`config.mk`:
```
export PLATFORM = sky130hd
export DESIGN_NAME = int_halt_ctrl
export DESIGN_NICKNAME = d
export VERILOG_FILES = /design/src/rtl/int_halt_ctrl.sv
export SDC_FILE = /design/constraint.sdc
export NUM_CORES = 1
export LEC_CHECK = 0
export ABC_AREA = 1
export BUFFER_PORTS_ARGS = -buffer_cell sky130_fd_sc_hd__buf_4
export CORE_AREA = 2 2 49 51
export DETAILED_ROUTE_END_ITERATION = 12
export DIE_AREA = 0 0 51 53
export GPL_ROUTABILITY_DRIVEN = 1
export PLACE_DENSITY = 0.6
export SYNTH_ARGS = -nofsm -noshare
export SYNTH_HDL_FRONTEND = slang
export SYNTH_SLANG_ARGS = --single-unit
```
`constraint.sdc`:
```
create_clock -name clk -period 2.8 [get_ports clk]
set_input_delay 0.56 -clock clk [delete_from_list [all_inputs] [get_ports clk]]
set_output_delay 0.56 -clock clk [all_outputs]
set_load 0.05 [all_outputs]
```
`src/rtl/int_halt_ctrl.sv`:
```
// Interrupt/halt sequencer: latches int_req edges, drains the pipeline, then pulses sf1 and vectors the PC.
// Latency: int_req sampled high -> DRAIN 2 cycles later -> sf1 after DRAIN_CYCLES more (+2 with INT_SYNC_EN).
// Backpressure: none; HLT parks the core in HALT until an interrupt or rst. Option macro: INT_SYNC_EN.
module int_halt_ctrl #(
    parameter logic [7:0] VEC_ADDR     = 8'h01,
    parameter int         DRAIN_CYCLES = 4
) (
    input  logic       clk,
    input  logic       rst,
    input  logic       int_req,
    input  logic       hlt_en,
    input  logic       rti_wb,
    output logic       sf1,
    output logic       freeze_fetch,
    output logic       pc_sel_vec,
    output logic [7:0] vec_addr,
    output logic       int_active,
    output logic       halted
);

    typedef enum logic [2:0] {
        ST_IDLE,
        ST_DRAIN,
        ST_SAVE,
        ST_VECTOR,
        ST_ISR,
        ST_HALT
    } state_t;

    localparam logic [3:0] CNT_LOAD = 4'(DRAIN_CYCLES - 1);

    state_t     state;
    state_t     next_state;
    logic [3:0] cnt;
    logic [3:0] cnt_nxt;
    logic       int_in;
    logic       int_prev;
    logic       rise_q;
    logic       int_pending;
    logic       enter_save;

`ifdef INT_SYNC_EN
    logic sync1;
    logic sync2;

    // Two-flop synchronizer for an int_req coming from another clock domain.
    always_ff @(posedge clk) begin
        if (rst) begin
            sync1 <= 1'b0;
            sync2 <= 1'b0;
        end else begin
            sync1 <= int_req;
            sync2 <= sync1;
        end
    end

    assign int_in = sync2;
`else
    assign int_in = int_req;
`endif

    assign vec_addr = VEC_ADDR;

    // Rising-edge detector; the detected edge is registered so a held level yields one request.
    always_ff @(posedge clk) begin
        if (rst) begin
            int_prev <= 1'b0;
            rise_q   <= 1'b0;
        end else begin
            int_prev <= int_in;
            rise_q   <= int_in & ~int_prev;
        end
    end

    assign enter_save = (next_state == ST_SAVE) && (state != ST_SAVE);

    // Pending request flag: a new edge wins over the clear caused by entering SAVE.
    always_ff @(posedge clk) begin
        if (rst) begin
            int_pending <= 1'b0;
        end else if (rise_q) begin
            int_pending <= 1'b1;
        end else if (enter_save) begin
            int_pending <= 1'b0;
        end
    end

    // State and drain counter registers.
    always_ff @(posedge clk) begin
        if (rst) begin
            state <= ST_IDLE;
            cnt   <= 4'd0;
        end else begin
            state <= next_state;
            cnt   <= cnt_nxt;
        end
    end

    // Next-state logic; HLT beats a pending interrupt, RTI only matters inside the ISR.
    always_comb begin
        next_state = state;
        cnt_nxt    = cnt;
        case (state)
            ST_IDLE: begin
                if (hlt_en) begin
                    next_state = ST_HALT;
                end else if (int_pending) begin
                    next_state = ST_DRAIN;
                    cnt_nxt    = CNT_LOAD;
                end
            end
            ST_DRAIN: begin
                if (hlt_en) begin
                    next_state = ST_HALT;
                end else if (cnt == 4'd0) begin
                    next_state = ST_SAVE;
                end else begin
                    cnt_nxt = cnt - 4'd1;
                end
            end
            ST_SAVE:   next_state = ST_VECTOR;
            ST_VECTOR: next_state = ST_ISR;
            ST_ISR: begin
                if (rti_wb) begin
                    next_state = ST_IDLE;
                end
            end
            ST_HALT: begin
                // Pipeline is already empty in HALT, so skip the drain.
                if (int_pending) begin
                    next_state = ST_SAVE;
                end
            end
            default: next_state = ST_IDLE;
        endcase
    end

    // Moore outputs registered from the next state so they change with the state flop.
    always_ff @(posedge clk) begin
        if (rst) begin
            sf1          <= 1'b0;
            freeze_fetch <= 1'b0;
            pc_sel_vec   <= 1'b0;
            int_active   <= 1'b0;
            halted       <= 1'b0;
        end else begin
            sf1          <= (next_state == ST_SAVE);
            freeze_fetch <= (next_state == ST_DRAIN) || (next_state == ST_SAVE) ||
                            (next_state == ST_VECTOR) || (next_state == ST_HALT);
            pc_sel_vec   <= (next_state == ST_VECTOR);
            int_active   <= (next_state == ST_SAVE) || (next_state == ST_VECTOR) ||
                            (next_state == ST_ISR);
            halted       <= (next_state == ST_HALT);
        end
    end

endmodule
```
==> impl_metrics.toml <==
[die]
ios = 18
die-area_mm2 = 0.00270
start_util = 0.343
die_h_um = 53
core_area_mm2 = 0.00215
rows = 17
die_x_um = 51

[critical_path]
start_kind = "flop"
crit_path_cell_trace = "inv_1 > ha_1 > nand2_1 > o21ai_1 > nor2_1 > o21ai_1 > a21oi_1"
cp_slowest_stage_delay_ns = 0.34
r2r-end = "cnt[0]"
crit_buf_inv = 1
crit_top_cell = "o21ai_1"
r2r_slack_ns = 1.44
crit_type = "flop to flop"
reg2reg_from = "cnt[0]"
cp.arrival_ns = 1.57
crit_fanout = 4
cp.required_ns = 3.02
cp-end-kind = "flop"
cp_top_family = "flip-flops"
critPathSlowestCell = "dfxtp_1"
reg2reg_depth = 7

[synthesis]
postSynthAreaPerCell_um2 = 7.02
ys_top_cells_by_area = "dfxtp_1, nand2_1, nor2_1"
synthArstFlopShare = 0
yosysTopAreaCell = "dfxtp_1"
synth_top_area_frac = 0.407
ys_ff_latch = 15
syn_area_um2 = 737
synth_most_common_cell = "nand2_1"
synth_common_cells = "nand2_1, nor2_1, dfxtp_1"
synth.distinct_cells = 19
netlist_instances = 105
synthFlopType = "dfxtp_1"
ys_seq_area_frac = 0.407
ys.warnings.count = 0
synth_edf_count = 0

[global_routing]
grt_max_degree = 14
grt_overflow_total = 0
grt_use_total = 0.111
antenna_found_initial = 0
grt_pass1_wl_um = 2280
grt_pass1_vias = 565

[timing]
setup_tns_ns = 0
rsz0062_at_grt = "no"
post-route-min-period_ns = 1.36
finalSetupViolCount = 0
fmaxAchievable_mhz = 738
period_share = 0.484
hold_viol_final = 0
skew_ns = 0.00386
maxSlewViolCount = 0

[routing]
drc = 0
drt_first_pass_iters = 4
wl_um = 1310
vias = 630
via_per_inst = 4.41
ant_nets = 0
drt_iter0_drc = 14
wl_per_cell_um = 9.17

[place]
io_buffers = 9
hpwl_um = 1020
gp_congestion = 0.737
placed_cell_area_um2 = 798

[clock_network]
clkSinkCount = 15
cts.repair.resized = 0
clock_latency_ns = 0.28
postCtsSetupBuffers = 0
cts_tree = "built"
cts_root_buffer = "clkbuf_4"
h-tree-depth = 1
cts_buffers = 3
cts_max_path_buffers = 2
path_clk_slew_ns = 0.09
holdBufCountCts = 0

[worst_hold_path]
worstHoldStart = "int_prev"
hold_class = "flop to flop"
holdPathStages = 1
min_to = "rise_q"

[status]
status = "finished clean"

[job]
cap_violations = 0

[pwr]
power_uw = 567
p_sw_uw = 221
p_comb_frac = 0.333
sequentialPowerShare = 0.451
leakagePower_nw = 0.407
swShare = 0.390
p_per_area_mw_per_mm2 = 686
p_clk_frac = 0.216
intPower_uw = 346
ir_worst_vdd_mv = 0.332

[finish]
utilization = 0.384
multiInputGateArea_um2 = 343
fill_cells = 233
seq_area_um2 = 300
area_growth_pct = 12.1
nets = 123
antenna_cells = 0
finish.instance_area_um2 = 826
layout-drive-gt1-share = 0.165
layout make-up:
cell class	instances	share of cell area
multi-input combinational	73	0.415
sequential	15	0.364
timing repair buffer	9	0.0818
inverter	14	0.0636
tap	28	0.0424
clock buffer	3	0.0273
clock inverter	1	0.00606
layer usage:
metal / up-vias / share of wire / global-route usage
met5: - / 0 / 0
met2: 13 / 0.44 / 0.171
li1: 329 / - / -
met3: 2 / 0.040 / 0.0254
met1: 286 / 0.50 / 0.145
met4: 0 / 0.011 / 0.0541
per-stage QoR:
stage,cells,hold WS [ns],setup slack [ns]
after floorplan,111,0.374,1.62
after global placement,139,0.379,1.36
after detailed placement,139,0.381,1.38
after CTS,143,0.395,1.44
after global routing,143,0.415,1.23
final,143,0.390,1.44
placed cells by master, fill, tap and decap left out:
| cell | synthesis | routed |
|---|---|---|
| nand2_1 | 18 | 18 |
| clkbuf_4 | 0 | 3 |
| inv_2 | 3 | 3 |
| conb_1 | 2 | 8 |
| o21ai_1 | 4 | 4 |
| nand4_1 | 1 | 1 |
| dfxtp_1 | 15 | 15 |
| ha_1 | 2 | 2 |
| xor2_1 | 2 | 2 |
| nor3_1 | 1 | 1 |
| clkinv_2 | 0 | 1 |
| nor2_2 | 2 | 2 |
| inv_1 | 11 | 11 |
| a21oi_2 | 1 | 1 |
| a21oi_1 | 6 | 6 |
| and2_1 | 1 | 1 |
| nor2_1 | 17 | 17 |
| buf_4 | 8 | 9 |
| o21ai_0 | 1 | 1 |
| nand3_1 | 9 | 9 |
flip-flops by register name, indices dropped and copies added, names as in the netlist:
register,cells
rise_q,1
int_prev,1
state,3
int_active,1
int_pending,1
freeze_fetch,1
cnt,4
pc_sel_vec,1
sf1,1
halted,1
worst register-to-register path: stages, from the launching register on:
cell and delay (ns):
dfxtp_1 0.34, inv_1 0.09, ha_1 0.20, nand2_1 0.11, o21ai_1 0.09, nor2_1 0.23
o21ai_1 0.11, a21oi_1 0.13
worst max-delay path by stage:
stage	startpoint	endpoint	slack [ns]	depth (start not counted)
after floorplan	hlt_en	cnt[2]	1.62	5
after global placement	hlt_en	cnt[2]	1.36	6
after detailed placement	hlt_en	cnt[3]	1.38	6
after CTS	sf1	sf1	1.44	1
after global routing	state[0]	int_pending	1.23	9
final	cnt[0]	cnt[0]	1.44	7
power groups by stage:
| stage | registers (mW) | logic, mW | clock network, mW |
|---|---|---|---|
| final | 0.255 | 0.189 | 0.122 |
| after detailed placement | 0.260 | 0.189 | 0 |
| after global placement | 0.259 | 0.188 | 0 |
| after floorplan | 0.285 | 0.132 | 0 |
| after global routing | 0.259 | 0.213 | 0.139 |
| after CTS | 0.255 | 0.189 | 0.125 |
cell families (layout without fill, tap and decap cells):
group / count (synthesis) / after routing / share of synthesized area
compound gates: 12 / 12 / 0.0866
xor+xnor: 2 / 2 / 0.0238
fa+ha+maj: 2 / 2 / 0.0340
buf+inv: 23 / 27 / 0.158
flops: 15 / 15 / 0.407
other cells: 2 / 8 / 0.0102
simple gates: 49 / 49 / 0.280
No activity file was read; power rests on OpenSTA's default activity.
